### src/rtl/mem_arb_pkg.sv
// Shared types and defaults for the two-requester block-RAM controller.
package mem_arb_pkg;

  typedef enum logic {
    INIT = 1'b0,
    RUN  = 1'b1
  } state_t;

  localparam int AW_DEF = 2;
  localparam int DW_DEF = 8;

  function automatic int depth(input int aw);
    return 1 << aw;
  endfunction

endpackage

### src/rtl/rr_arb2.sv
// Two-way round-robin arbiter; ptr names the requester that wins a tie.
module rr_arb2 (
  input  logic       clk,
  input  logic       reset_n,
  input  logic [1:0] req,
  input  logic       adv,
  output logic [1:0] gnt
);

  logic ptr;

  always_comb begin
    gnt = req;
    if (req == 2'b11) gnt = ptr ? 2'b10 : 2'b01;
  end

  // After any grant the other requester gets priority on the next tie.
  always_ff @(posedge clk or negedge reset_n) begin
    if (!reset_n) ptr <= 1'b0;
    else if (adv) ptr <= gnt[0];
  end

endmodule

### src/rtl/mem_arb.sv
// Clears the RAM after reset, then serves two valid/ready ports one access per cycle.
// Handshake: a transfer happens in any cycle where valid && ready; ready depends
// combinationally on both valids and the arbiter pointer, and requesters hold
// we/addr/wdata stable while valid is high and ready is low.
module mem_arb
  import mem_arb_pkg::*;
#(
  parameter int            AW       = AW_DEF,
  parameter int            DW       = DW_DEF,
  parameter logic [DW-1:0] INIT_VAL = '0
) (
  input  logic          clk,
  input  logic          reset_n,
  input  logic          req0_valid,
  input  logic          req0_we,
  input  logic [AW-1:0] req0_addr,
  input  logic [DW-1:0] req0_wdata,
  output logic          req0_ready,
  output logic          resp0_valid,
  output logic [DW-1:0] resp0_rdata,
  input  logic          req1_valid,
  input  logic          req1_we,
  input  logic [AW-1:0] req1_addr,
  input  logic [DW-1:0] req1_wdata,
  output logic          req1_ready,
  output logic          resp1_valid,
  output logic [DW-1:0] resp1_rdata,
  output logic          init_done,
  output logic          mem_ce,
  output logic          mem_wre,
  output logic [AW-1:0] mem_ad,
  output logic [DW-1:0] mem_din,
  output logic          mem_oce,
  output logic          mem_reset,
  input  logic [DW-1:0] mem_dout,
  output state_t        dbg_state
);

  localparam logic [AW-1:0] LAST = AW'(depth(AW) - 1);

  state_t        state, state_nxt;
  logic [AW-1:0] cnt, cnt_nxt;
  logic [1:0]    gnt;
  logic          xfer, sel, sel_we;
  logic          rd_pend, rd_tag;

  rr_arb2 u_arb (
    .clk     (clk),
    .reset_n (reset_n),
    .req     ({req1_valid, req0_valid} & {2{state == RUN}}),
    .adv     (xfer),
    .gnt     (gnt)
  );

  assign xfer   = |gnt;
  assign sel    = gnt[1];
  assign sel_we = sel ? req1_we : req0_we;

  always_ff @(posedge clk or negedge reset_n) begin
    if (!reset_n) begin
      state   <= INIT;
      cnt     <= '0;
      rd_pend <= 1'b0;
      rd_tag  <= 1'b0;
    end else begin
      state   <= state_nxt;
      cnt     <= cnt_nxt;
      rd_pend <= xfer && !sel_we;
      rd_tag  <= sel;
    end
  end

  always_comb begin
    state_nxt = state;
    cnt_nxt   = cnt;
    case (state)
      INIT: begin
        cnt_nxt = cnt + AW'(1);
        if (cnt == LAST) state_nxt = RUN;
      end
      RUN:     state_nxt = RUN;
      default: state_nxt = INIT;
    endcase
  end

  // RAM mux: clear writes in INIT, granted port in RUN; reset silences the strobes.
  always_comb begin
    mem_ce  = 1'b0;
    mem_wre = 1'b0;
    mem_ad  = '0;
    mem_din = '0;
    if (state == INIT) begin
      mem_ce  = 1'b1;
      mem_wre = 1'b1;
      mem_ad  = cnt;
      mem_din = INIT_VAL;
    end else if (xfer) begin
      mem_ce  = 1'b1;
      mem_wre = sel_we;
      mem_ad  = sel ? req1_addr : req0_addr;
      mem_din = sel ? req1_wdata : req0_wdata;
    end
    if (!reset_n) begin
      mem_ce  = 1'b0;
      mem_wre = 1'b0;
    end
  end

  assign req0_ready  = gnt[0];
  assign req1_ready  = gnt[1];
  assign resp0_valid = rd_pend && !rd_tag;
  assign resp1_valid = rd_pend && rd_tag;
  assign resp0_rdata = mem_dout;
  assign resp1_rdata = mem_dout;
  assign init_done   = (state == RUN);
  assign mem_oce     = 1'b1;
  assign mem_reset   = 1'b0;
  assign dbg_state   = state;

endmodule

### config.mk
export PLATFORM = sky130hd
export DESIGN_NAME = mem_arb
export DESIGN_NICKNAME = d
export VERILOG_FILES = /design/src/rtl/mem_arb_pkg.sv /design/src/rtl/rr_arb2.sv /design/src/rtl/mem_arb.sv
export SDC_FILE = /design/constraint.sdc
export NUM_CORES = 1
export LEC_CHECK = 0
export CORE_MARGIN = 5
export CORE_UTILIZATION = 27
export CTS_CLUSTER_DIAMETER = 50
export DETAILED_ROUTE_END_ITERATION = 10
export PLACE_DENSITY = 0.77
export REMOVE_ABC_BUFFERS = 1
export SETUP_SLACK_MARGIN = 0.1
export SYNTH_ARGS = -nofsm -noshare
export SYNTH_HDL_FRONTEND = slang
export SYNTH_SLANG_ARGS = --single-unit
### constraint.sdc
create_clock -name clk -period 1.4 [get_ports clk]
set_input_delay 0.28 -clock clk [delete_from_list [all_inputs] [get_ports clk]]
set_output_delay 0.28 -clock clk [all_outputs]
set_load 0.005 [all_outputs]
==> implementation parameters <==
Parameter                              Value

Run status
  Run status    complete, but fails checks
  Violations in the final reports    negative setup slack

Logic synthesis
  Most frequent cell after synthesis    sky130_fd_sc_hd__buf_4
  Yosys warning count    0
  Syn_area_per_cell    8.493 um2
  Largest area contributor in the synthesized netlist    sky130_fd_sc_hd__buf_4
  Combined area of all synthesized cells    721.9 um2
  Cell types with the highest counts after synthesis    sky130_fd_sc_hd__buf_4, sky130_fd_sc_hd__a21oi_1, sky130_fd_sc_hd__o2111ai_1, sky130_fd_sc_hd__o21ai_0, sky130_fd_sc_hd__dfrtp_1
  Area contributors post-synth    sky130_fd_sc_hd__buf_4, sky130_fd_sc_hd__dfrtp_1, sky130_fd_sc_hd__o2111ai_1
  Post-synth top flop    sky130_fd_sc_hd__dfrtp_1
  #FFs+latches synth    6
  Count of flip-flops with a built-in enable after synthesis    0
  Number of unique standard cell types used by synthesis    30
  Portion of synthesized cell area occupied by the leading cell type    0.2184
  Fraction of registers with async set/reset    1.000
  Sequential fraction of the synthesis area    0.2080
  Gate count after technology mapping    85

STA
  Final Max Tran Viols    0
  Setup repair after global routing missed its margin    yes
  Worst setup skew after layout    ~0.0079 ns
  Fraction of the cycle the final worst path needs    1.259
  Worst Slack Setup Final    -0.3619 ns
  Fin. Hold Viols    0
  Final period demand of the worst path    1.762 ns
  Final Setup Violations    16
  Maximum clock frequency    567.6 MHz

Power and ir drop
  Proportion of total power due to net switching    0.3016
  Share of power burned in the clock network    0.251
  Net switching power    between 0.15 and 0.2 mW
  Comb power frac    0.460
  Proportion of power drawn by flip-flops and latches    0.289
  Maximum ir drop on the vdd rail    368.7 uV
  Internal Pwr Total    0.4574 mW
  Leakage power    0.5234 nW
  Power density over the cells    563.5 mW/mm2

Critical path
  Req. time, crit path    1.12 ns
  Critical Path AT    1.48 ns
  FF-to-FF path depth    3
  Slowest cell on crit path    sky130_fd_sc_hd__dfrtp_2
  Worst Setup SP    u_arb.ptr
  Crit start category    register
  Critical path class    register to primary output
  Biggest fanout along the worst timing path    3
  Critical path capture point type    primary output
  Critical Path, Cell by Cell    nor2b_4 -> buf_6 -> o2111a_1 -> a221o_1 -> buf_2
  Maximum single-stage delay on the critical path    ~0.42 ns
  Reg-to-Reg Start    cnt[0]

Routing
  Post-route DRC violation count    0
  Post-route ant nets    0
  Overall via count from detail_route    just over 800
  Initial DRC Count    21
  Drt via density    5.234
  Wire length after detailed routing    around 2.7 mm
  Post-DR wirelength/cell    17.27 um
  Number of search-and-repair iterations in the first detailed-routing pass    4

Worst hold path
  Tightest Hold Check Type    primary input to asynchronous set/reset pin

Clocking
  Clock tree from TritonCTS    built
  Buffer depth of the longest clock path    2
  Hold buffer count at cts    0
  Clock root cell    sky130_fd_sc_hd__clkbuf_4
  Clock buffer count from CTS    3
  Number of sinks on the clock net    6
  Max H-tree Level    1
  Clk_lat worst skew    around 0.25 ns
  Clock transition at the register clock pins on the worst setup and hold paths after CTS    around 0.05 ns

Layout
  Number of diodes added for antenna fixing    0
  Synth-to-Final Area Change    61.00%
  Fraction of layout cells with a size suffix above 1    0.3710
  Total Nets Final    ~160
  Post-Layout Cell Count    between 150 and 200
  Final design instance area without fill    0.001162 mm2

Die
  Die width    ~60 um
  Total die area    0.003808 mm2
  Starting density of the core    0.2862
  Core Rows    18
  Die Y-Extent    61.71 um
  I/O pin count    70
  Floorplan Core Area    ~0.0025 mm2

Global route
  Number of antenna violations at the first check in global routing    0
  Total grt overflow    0
  Pin count of the biggest net entering global routing    20
  First-pass GRT wire length    between 4 and 5 mm
  Gr usage total    0.1464
  Via count of the first global-routing pass    approximately 860

Placement
  Placed cell count    147
  Cell area reported after detailed placement    0.001106 mm2
  PortBufs    43
  Worst Setup Slack post-DPL    -0.9513 ns
  Placer congestion estimate    0.8815
  DPL Wire Length    2.005 mm

Run
  MaxCap Viol Count    0
[worst paths after layout]
path                              to  slack, ns
max                        mem_ad[0]      -0.36
min                           rd_tag       0.08
max reg2reg                   cnt[1]       0.23
min reg2reg                   cnt[0]       0.56
max in group asynchronous  u_arb.ptr       1.20
min in group clk             rd_pend       0.45
[per-stage QoR]
stage / utilization / hold slack, ns / setup TNS, ns / total power [mW]
2_1_floorplan: - / -0.01559 / -2.982 / 0.2833
3_3_place_gp: 0.4385 / 0.5398 / -12.10 / 0.4850
3_5_place_dp: 0.4385 / 0.5460 / -12.49 / 0.4936
4_1_cts: 0.4588 / 0.07627 / -3.903 / 0.6587
5_1_grt: 0.4608 / 0.06967 / -5.020 / 0.7029
6_report: 0.4608 / 0.08123 / -3.728 / 0.6550
[power groups by stage]
stage	registers, mW	clock network, mW	logic (mW)
detailed placement	0.189	0	0.305
finish	0.189	0.164	0.301
CTS	0.190	0.171	0.298
global route	0.190	0.189	0.324
global placement	0.189	0	0.296
floorplan	0.193	0	0.0905
[final cells by class]
class / count / area (um2)
Clock buffer: 3 / 22.52
Fill cell: 263 / 1360
Inverter: 3 / 11.26
Multi-Input combinational cell: 52 / 406.6
Sequential cell: 6 / 151.4
Tap cell: 30 / 37.54
Timing Repair Buffer: 60 / 533.0
[worst max-delay path: cells and delay by family, from the launching register on]
| kind | cells | cell delay, ns |
|---|---|---|
| buffers and inverters | 2 | 0.25 |
| AO/OA/AOI/OAI | 2 | 0.49 |
| AND/OR/NAND/NOR | 1 | 0.06 |
| flip-flops | 1 | 0.42 |
[flip-flops by register name (all words and copies together), names as in the netlist]
register   flops
cnt            2
dbg_state      1
rd_pend        1
rd_tag         1
u_arb.ptr      1
[metal layers]
metal	wire (um)	GRT usage	up-vias
li1	-	-	373
met1	971	0.1619	357
met2	1255	0.2138	70
met3	371	0.09711	6
met4	61	0.07576	0
met5	0	0	-
[cells by family (layout without fill, tap and decap cells)]
logic type | Yosys count | after routing | share of synthesized area
XOR/XNOR | 1 | 1 | 0.01213
AO/OA/AOI/OAI | 34 | 34 | 0.3432
adder cells (fa/ha/maj) | 1 | 1 | 0.01733
buffers and inverters | 28 | 66 | 0.2773
other | 2 | 2 | 0.01040
flip-flops | 6 | 6 | 0.2080
AND/OR/NAND/NOR | 12 | 13 | 0.1161
multiplexers | 1 | 1 | 0.01560
[cells in the final DEF (no fill, tap or decap)]
cell,synthesis,routed
sky130_fd_sc_hd__xnor2_1,1,1
sky130_fd_sc_hd__buf_2,1,8
sky130_fd_sc_hd__a221o_1,2,2
sky130_fd_sc_hd__dlygate4sd2_1,0,8
sky130_fd_sc_hd__o21ai_0,8,4
sky130_fd_sc_hd__conb_1,2,2
sky130_fd_sc_hd__buf_6,2,7
sky130_fd_sc_hd__a21oi_2,0,1
sky130_fd_sc_hd__nor2b_1,1,1
sky130_fd_sc_hd__a21o_1,1,1
sky130_fd_sc_hd__o21a_1,1,1
sky130_fd_sc_hd__buf_4,21,11
sky130_fd_sc_hd__or2_4,0,1
sky130_fd_sc_hd__clkdlybuf4s15_2,0,1
sky130_fd_sc_hd__dfrtp_1,6,5
sky130_fd_sc_hd__nand2_1,3,1
sky130_fd_sc_hd__and2_1,1,1
sky130_fd_sc_hd__nand2_4,0,1
sky130_fd_sc_hd__clkdlybuf4s15_1,0,2
sky130_fd_sc_hd__inv_2,1,1
sky130_fd_sc_hd__mux2_2,1,1
sky130_fd_sc_hd__o2111ai_1,8,8
sky130_fd_sc_hd__a21oi_1,9,8
sky130_fd_sc_hd__nor2b_4,1,2
sky130_fd_sc_hd__o2111a_1,2,2
sky130_fd_sc_hd__or4_4,1,1
sky130_fd_sc_hd__nand2_2,0,1
sky130_fd_sc_hd__o221ai_2,1,1
sky130_fd_sc_hd__nor2_4,1,1
sky130_fd_sc_hd__or2_2,2,1
sky130_fd_sc_hd__clkdlybuf4s50_1,0,23
sky130_fd_sc_hd__nand3_1,1,1
sky130_fd_sc_hd__ha_1,1,1
sky130_fd_sc_hd__inv_1,2,2
sky130_fd_sc_hd__a211oi_2,1,2
sky130_fd_sc_hd__dfrtp_2,0,1
sky130_fd_sc_hd__clkbuf_4,0,3
sky130_fd_sc_hd__nor2_2,1,1
sky130_fd_sc_hd__o21ai_1,0,4
[repair_timing]
item	4_1_cts	5_1_grt
setup buffers	4	0
gates cloned	1	0
pin swaps	8	6
setup endpoints to repair	20	17
resized for setup	65	5
endpoints found under the hold margin	0	0
Note: power is estimated with default switching activity, not from simulation.
